**src/rtl/mem_port_arbiter.sv**
```systemverilog
// Round-robin arbiter sharing one cache port between instruction fetch and the
// load/store path; holds each access until cache_ready or a cycle budget expires.
module mem_port_arbiter #(
  parameter int unsigned AW      = 10,
  parameter int unsigned DW      = 10,
  parameter int unsigned TIMEOUT = 32,
  parameter int unsigned CW      = 6
) (
  input  logic          clk,
  input  logic          reset,
  input  logic          if_req,
  input  logic [AW-1:0] if_addr,
  output logic          if_ack,
  output logic [DW-1:0] if_rdata,
  input  logic          d_req,
  input  logic          d_we,
  input  logic [AW-1:0] d_addr,
  input  logic [DW-1:0] d_wdata,
  output logic          d_ack,
  output logic [DW-1:0] d_rdata,
  output logic [AW-1:0] cache_addr,
  output logic [DW-1:0] cache_wdata,
  output logic          cache_we,
  output logic          cache_rd,
  input  logic          cache_ready,
  input  logic [DW-1:0] cache_rdata,
  output logic          busy,
  output logic          timeout_err
);

  typedef enum logic [1:0] {S_IDLE, S_ISSUE, S_WAIT, S_DONE} state_e;

  localparam logic GNT_FETCH = 1'b0;
  localparam logic GNT_DATA  = 1'b1;

  state_e        state_q, state_d;
  logic          last_grant_q, last_grant_d;
  logic          gnt_q, gnt_d;
  logic          lat_we_q, lat_we_d;
  logic [CW-1:0] cnt_q, cnt_d;
  logic [AW-1:0] cache_addr_q, cache_addr_d;
  logic [DW-1:0] cache_wdata_q, cache_wdata_d;
  logic          cache_we_q, cache_we_d;
  logic          cache_rd_q, cache_rd_d;
  logic          if_ack_q, if_ack_d;
  logic          d_ack_q, d_ack_d;
  logic [DW-1:0] if_rdata_q, if_rdata_d;
  logic [DW-1:0] d_rdata_q, d_rdata_d;
  logic          busy_q, busy_d;
  logic          timeout_err_q, timeout_err_d;
  logic          winner;
  logic          finish;

  // Next-state and registered-output computation
  always_comb begin
    state_d       = state_q;
    last_grant_d  = last_grant_q;
    gnt_d         = gnt_q;
    lat_we_d      = lat_we_q;
    cnt_d         = cnt_q;
    cache_addr_d  = cache_addr_q;
    cache_wdata_d = cache_wdata_q;
    cache_we_d    = cache_we_q;
    cache_rd_d    = cache_rd_q;
    if_ack_d      = 1'b0;
    d_ack_d       = 1'b0;
    if_rdata_d    = if_rdata_q;
    d_rdata_d     = d_rdata_q;
    busy_d        = busy_q;
    timeout_err_d = timeout_err_q;
    winner        = last_grant_q;
    finish        = 1'b0;

    case (state_q)
      S_IDLE: begin
        if (if_req || d_req) begin
          // On a tie the requester that did not win last time goes first
          winner       = (if_req && d_req) ? ~last_grant_q : d_req;
          gnt_d        = winner;
          last_grant_d = winner;
          lat_we_d     = winner & d_we;
          cache_addr_d = (winner == GNT_DATA) ? d_addr : if_addr;
          if (winner == GNT_DATA) cache_wdata_d = d_wdata;
          cache_we_d   = winner & d_we;
          cache_rd_d   = ~(winner & d_we);
          busy_d       = 1'b1;
          state_d      = S_ISSUE;
        end
      end
      S_ISSUE: begin
        cnt_d   = '0;
        state_d = S_WAIT;
      end
      S_WAIT: begin
        if (cache_ready) begin
          finish = 1'b1;
          if (!lat_we_q) begin
            if (gnt_q == GNT_DATA) d_rdata_d  = cache_rdata;
            else                   if_rdata_d = cache_rdata;
          end
        end else if (cnt_q == CW'(TIMEOUT - 1)) begin
          finish        = 1'b1;
          timeout_err_d = 1'b1;
        end else begin
          cnt_d = cnt_q + CW'(1);
        end
      end
      S_DONE: begin
        busy_d  = 1'b0;
        state_d = S_IDLE;
      end
      default: state_d = S_IDLE;
    endcase

    // Completion (normal or abandoned) always acks so the requester never hangs
    if (finish) begin
      state_d    = S_DONE;
      cache_we_d = 1'b0;
      cache_rd_d = 1'b0;
      if_ack_d   = (gnt_q == GNT_FETCH);
      d_ack_d    = (gnt_q == GNT_DATA);
    end
  end

  always_ff @(posedge clk) begin
    if (reset) begin
      state_q       <= S_IDLE;
      last_grant_q  <= GNT_DATA;
      gnt_q         <= GNT_FETCH;
      lat_we_q      <= 1'b0;
      cnt_q         <= '0;
      cache_addr_q  <= '0;
      cache_wdata_q <= '0;
      cache_we_q    <= 1'b0;
      cache_rd_q    <= 1'b0;
      if_ack_q      <= 1'b0;
      d_ack_q       <= 1'b0;
      if_rdata_q    <= '0;
      d_rdata_q     <= '0;
      busy_q        <= 1'b0;
      timeout_err_q <= 1'b0;
    end else begin
      state_q       <= state_d;
      last_grant_q  <= last_grant_d;
      gnt_q         <= gnt_d;
      lat_we_q      <= lat_we_d;
      cnt_q         <= cnt_d;
      cache_addr_q  <= cache_addr_d;
      cache_wdata_q <= cache_wdata_d;
      cache_we_q    <= cache_we_d;
      cache_rd_q    <= cache_rd_d;
      if_ack_q      <= if_ack_d;
      d_ack_q       <= d_ack_d;
      if_rdata_q    <= if_rdata_d;
      d_rdata_q     <= d_rdata_d;
      busy_q        <= busy_d;
      timeout_err_q <= timeout_err_d;
    end
  end

  assign if_ack      = if_ack_q;
  assign d_ack       = d_ack_q;
  assign if_rdata    = if_rdata_q;
  assign d_rdata     = d_rdata_q;
  assign cache_addr  = cache_addr_q;
  assign cache_wdata = cache_wdata_q;
  assign cache_we    = cache_we_q;
  assign cache_rd    = cache_rd_q;
  assign busy        = busy_q;
  assign timeout_err = timeout_err_q;

endmodule
```
**config.mk**
```make
export PLATFORM = sky130hd
export DESIGN_NAME = mem_port_arbiter
export DESIGN_NICKNAME = d
export VERILOG_FILES = /design/src/rtl/mem_port_arbiter.sv
export SDC_FILE = /design/constraint.sdc
export NUM_CORES = 1
export LEC_CHECK = 0
export BUFFER_PORTS_ARGS = -buffer_cell sky130_fd_sc_hd__buf_2
export CORE_MARGIN = 4
export CORE_UTILIZATION = 40
export CTS_BUF_LIST = sky130_fd_sc_hd__clkbuf_8
export CTS_CLUSTER_DIAMETER = 50
export CTS_CLUSTER_SIZE = 25
export DETAILED_ROUTE_END_ITERATION = 8
export PLACE_DENSITY = 0.79
export REMOVE_ABC_BUFFERS = 1
export SLEW_MARGIN = 20
export SYNTH_ARGS = -nofsm -noshare
export SYNTH_HDL_FRONTEND = slang
export SYNTH_SLANG_ARGS = --single-unit
export TNS_END_PERCENT = 1
```
**constraint.sdc**
```tcl
create_clock -name clk -period 1.5 [get_ports clk]
set_input_delay 0.075 -clock clk [delete_from_list [all_inputs] [get_ports clk]]
set_output_delay 0.075 -clock clk [all_outputs]
set_load 0.05 [all_outputs]
```
# ---- After elaboration in Yosys (flattened, before gate mapping)
# Index checks and enable logic that the tools add are counted.
dict set report totals {
  register_bits 57
  wordCells 60
  in_bits 46
  output_inout_bits 46
}
dict set report op_classes {
  eq_ne 8
  n_bitwise 7
  addsub 1
  n_reduce_logical 16
  n_mux 13
}
# op n
set ops {}
lappend ops {{$mux 6} 2}
lappend ops {{$pmux 6 s2} 1}
lappend ops {{$mux 10} 1}
lappend ops {{$reduce_and 3->1} 3}
lappend ops {{$reduce_and 4->1} 2}
lappend ops {{$add 6x1->6 const B} 1}
lappend ops {{$eq 6x5->1 const B} 1}
lappend ops {{$ne 2x2->1 const B} 3}
lappend ops {{$not 1->1} 6}
lappend ops {{$pmux 2 s3} 1}
lappend ops {{$reduce_and 2->1} 3}
lappend ops {{$mux 1} 5}
lappend ops {{$eq 2x2->1 const B} 2}
lappend ops {{$mux 2} 2}
lappend ops {{$reduce_bool 2->1} 2}
lappend ops {{$reduce_bool 4->1} 1}
lappend ops {{$reduce_or 2->1} 2}
lappend ops {{$ne 3x3->1 const B} 1}
lappend ops {{$eq 2x1->1 const B} 1}
lappend ops {{$logic_not 2->1} 1}
lappend ops {{$pmux 1 s2} 1}
lappend ops {{$and 1x1->1} 1}
lappend ops {{$logic_and 1x1->1} 1}
lappend ops {{$logic_or 1x1->1} 1}

# ---- Depth between registers and ports, before layout
dict set report depth {
  ltp_word 6
  mapped_depth 7
  mapped_depth_nobuf 6
}

# ---- Worst setup path after synthesis
# No wires, ideal clock.
dict set report synth_path {
  kind {flip-flop to flip-flop}
  start {register state_q[0]}
  end {register state_q[1]}
  path_buffers 0
  period_less_slack_ps 1589
  setup_ps 115
  t_required_ps 1385
  arrival_time_ps 1474
  stages_incl_launch_ff 6
  setup_slack_ps -89
  path_cell_list {dfxtp_1 inv_1 ha_1 or3b_4 a221o_1 and2_1}
}
dict set report synth_between {
  elab_chain_cells 4
  word_cells_on_any_way 10
  classes_between {eq/ne (4); mux (3); reduce/logical (3)}
}
# item line_no
set synth_lines {}
lappend synth_lines {{from (decl)} 36} ;# state_e state_q, state_d;
lappend synth_lines {{from (signal assigned)} 143} ;# state_q <= state_d;
lappend synth_lines {{$eq 2x2->1} 74} ;# case (state_q)
lappend synth_lines {{$mux 1} 74}
lappend synth_lines {{$ne 3x3->1 (no source line) or $reduce_bool 4->1 (tied branches)} --}
lappend synth_lines {{$reduce_and 2->1 (no source line)} --}
# Parallel ways exist; a longest one is shown, timed or not.
# A chain may end at the register's enable or synchronous reset.

# ---- Worst setup path in the final report
dict set report layout_path {
  start {register state_q[1]}
  end {register state_q[0]}
}
# Same word-level chain as after synthesis.

==> results.md <==
- Status: complete, but fails checks
- Violated checks: setup timing
- Clock Skew: 0.00946 ns
- CORE AREA: 5510 µm²
- Via count: 2261
- Register clock-pin slew on the reported worst setup and hold paths: 0.07 ns
- Area after DPL: 2900 µm²
- Initial core utilization: 41.4%
- Remaining global-route overflow: 0
- Crit. End Element: flip-flop
- Drt first-iter violations: 80
- RD Place Congestion: 0.809
- Final Cell Area: 3380 µm²
- Average size of a mapped cell: 8.64 µm²
- Die area: 6980 µm²
- Reg area: 1150 µm²
- Overall die height: 83.5 µm
- Hold WS: 0.00928 ns
- Predominant post-synthesis flop cell: dfxtp_1
- Worst setup margin: -0.0420 ns
- Clk_lat worst skew: 0.33 ns
- Hpwl dp: 4060 µm
- IO Port Bufs: 91
- Largest cells by area after synthesis: dfxtp_1 50%, nand2_1 11%, a21oi_1 8.1%
- Syn Std Cell Area: 2280 µm²
- Nets@finish: 439
- CP arrival: 1.75 ns
- Row Count: 27
- Synth top area share: 50.0%
- Worst Hold Class: primary input to flip-flop
- Clock buffer depth: 2
- Post-Synthesis Cells: 264
- Fmax: 649 MHz
- Ant. Diodes: 0
- Flop and latch count out of synthesis: 57
- Antenna-violating nets left: 0
- Crit Path Class: flip-flop to flip-flop
- Vias in the first global route: 2286
- Clk root buf: clkbuf_8
- CTS tree: done
- Final slew viol count: 0
- DIE WIDTH: 83.5 µm
- Largest net degree at the start of global routing: 24
- First-pass DRT Iterations: 4
- Total track usage: 17.7%
- Sequential share of the synthesized area: 50.0%
- Worst-path fanout max: 4
- First-pass GRT wire length: 10200 µm
- Area delta synth->final: 48.3%
- Max IR drop VDD: 0.898 mV
- DR WL/cell: 12.7 µm
- CTS H-tree lvls: 3
- Reg2reg path depth: 6
- Cell Pwr Density: 1640 nW/µm²
- Top cells by count, synth: 69 x nand2_1, 57 x dfxtp_1, 37 x a21oi_1
- Leak: 1.50 nW
- Cell variety after synth: 40
- Residual DRC: 0
- Initial antenna violation count: 0
- Final period utilization: 103%
- Via density: 4.86
- Max Cap Viol: 0
- WP data required: 1.71 ns
- Post-synth EDFFs: 0
- I/O pins: 92
- Area of the multi-input gates: 1110 µm²
- Hold Crit Depth: 3
- RSZ-0062 raised after global routing: yes
- Total CTS buffers: 9
- Pre-CTS WS: -0.131 ns
- Post-synth ARST share: 0%
- Most numerous cell in the Yosys netlist: nand2_1
- Syn. warnings: 0
- Fillers: 477
- Worst-Margin Slew: 0.495 ns
- CP startpoint kind: flip-flop
- Final Hold Viols: 0
- Endpoints failing setup: 4
- Yosys top cell by area: dfxtp_1
- Drt total wl: 5920 µm
- Clock sinks: 57
- Tmin final: 1.54 ns
- Relative slew slack: 66.8%
- Ratio of cells with drive above 1 in the final layout: 36.6%
==> cell families (layout without fill, tap and decap cells) <==
family,after synthesis,count (layout),share of synthesized area [%]
flip-flops,57,57,50.0
AND/OR/NAND/NOR,108,108,21.7
AO/OA/AOI/OAI,65,65,17.3
XOR/XNOR,1,1,0.384
multiplexers,11,11,4.82
buffers and inverters,17,146,3.07
adder cells (fa/ha/maj),5,5,2.74
==> path summary, 6_finish.rpt <==
kind / start / to / slack, ns
min: cache_rdata[6] / if_rdata[6]$_SDFFE_PP0P_ / 0.009
max reg2reg: state_q[1]$_SDFFE_PP0P_ / state_q[0]$_SDFFE_PP0P_ / -0.04
min reg2reg: d_rdata[7]$_SDFFE_PP0P_ / d_rdata[7]$_SDFFE_PP0P_ / 0.45
max: state_q[1]$_SDFFE_PP0P_ / state_q[0]$_SDFFE_PP0P_ / -0.04
==> critical path, stage by stage, from the launching register on <==
cell and delay [ns]:
dfxtp_4 0.37, inv_4 0.07, ha_4 0.13, or3b_4 0.38, buf_6 0.13, a221oi_1 0.27
nor2_1 0.08
==> placed cells by master, fill, tap and decap left out, types with 2 or more instances in the layout <==
cell           synthesis  final
a21oi_1               37     35
inv_1                  4      2
ha_1                   5      3
dlygate4sd3_1          0     19
ha_4                   0      2
buf_4                  1     13
a211oi_1              11     11
bufinv_16              0      2
inv_4                  0      2
nor2_1                16     16
and2b_2                2      2
buf_6                  0      2
nand3_1                2      2
dfxtp_1               57     55
a31o_2                 2      2
o21ai_0                5      4
nand2_1               69     69
a21oi_2                0      2
nor3_1                 2      2
mux2i_1               11     11
clkbuf_8               0     10
o2111ai_1              2      2
o211ai_1               2      2
buf_2                  2     91
==> cell type report <==
| type | count | area share, % |
|---|---|---|
| flip-flops and latches | 57 | 33.9 |
| multi-input cells | 190 | 32.9 |
| repair buffers | 126 | 23.2 |
| clock buffers | 10 | 4.07 |
| clock inverters | 6 | 2.66 |
| well taps | 72 | 2.66 |
| inverters | 4 | 0.591 |
==> layer usage <==
| layer | GRT usage [%] | routed length, µm | up-vias |
|---|---|---|---|
| li1 | - | - | 1158 |
| met1 | 21.7 | 2620 | 1008 |
| met2 | 28.6 | 2730 | 80 |
| met3 | 4.44 | 428 | 15 |
| met4 | 8.92 | 136 | 0 |
| met5 | 0 | 0 | - |
==> flip-flops by register name, indices dropped and copies added (netlist names) <==
register / flops
if_ack: 1
cache_wdata: 10
state_q: 2
if_rdata: 10
busy: 1
cache_addr: 10
d_rdata: 10
last_grant_q: 1
cache_we: 1
d_ack: 1
cnt_q: 6
lat_we_q: 1
timeout_err: 1
gnt_q: 1
cache_rd: 1
==> what timing repair did <==
item	in CTS	in global routing
setup buffers	1	0
hold endpoints to repair	27	0
hold buffers	19	0
setup endpoints to repair	21	21
pin swaps	3	1
gates resized for setup	11	7
==> power breakdown <==
group | switching [mW] | leakage (nW) | internal (mW)
clock | 0.631 | 0.113 | 0.986
combinational | 1.32 | 0.922 | 0.714
sequential | 0.151 | 0.466 | 1.75
==> through the flow <==
| stage | TNS (ns) | total power [mW] | utilization (%) | std cells |
|---|---|---|---|---|
| after global routing | -0.554 | 5.86 | 61.5 | 465 |
| final | -0.106 | 5.55 | 61.5 | 465 |
| after CTS | -0.0436 | 5.55 | 61.0 | 465 |
| after global placement | -0.0754 | 3.76 | 52.6 | 429 |
| after detailed placement | -0.560 | 3.81 | 52.6 | 429 |
| after floorplan | -0.191 | 3.20 | - | 251 |
(Power assumes the default switching activity.)
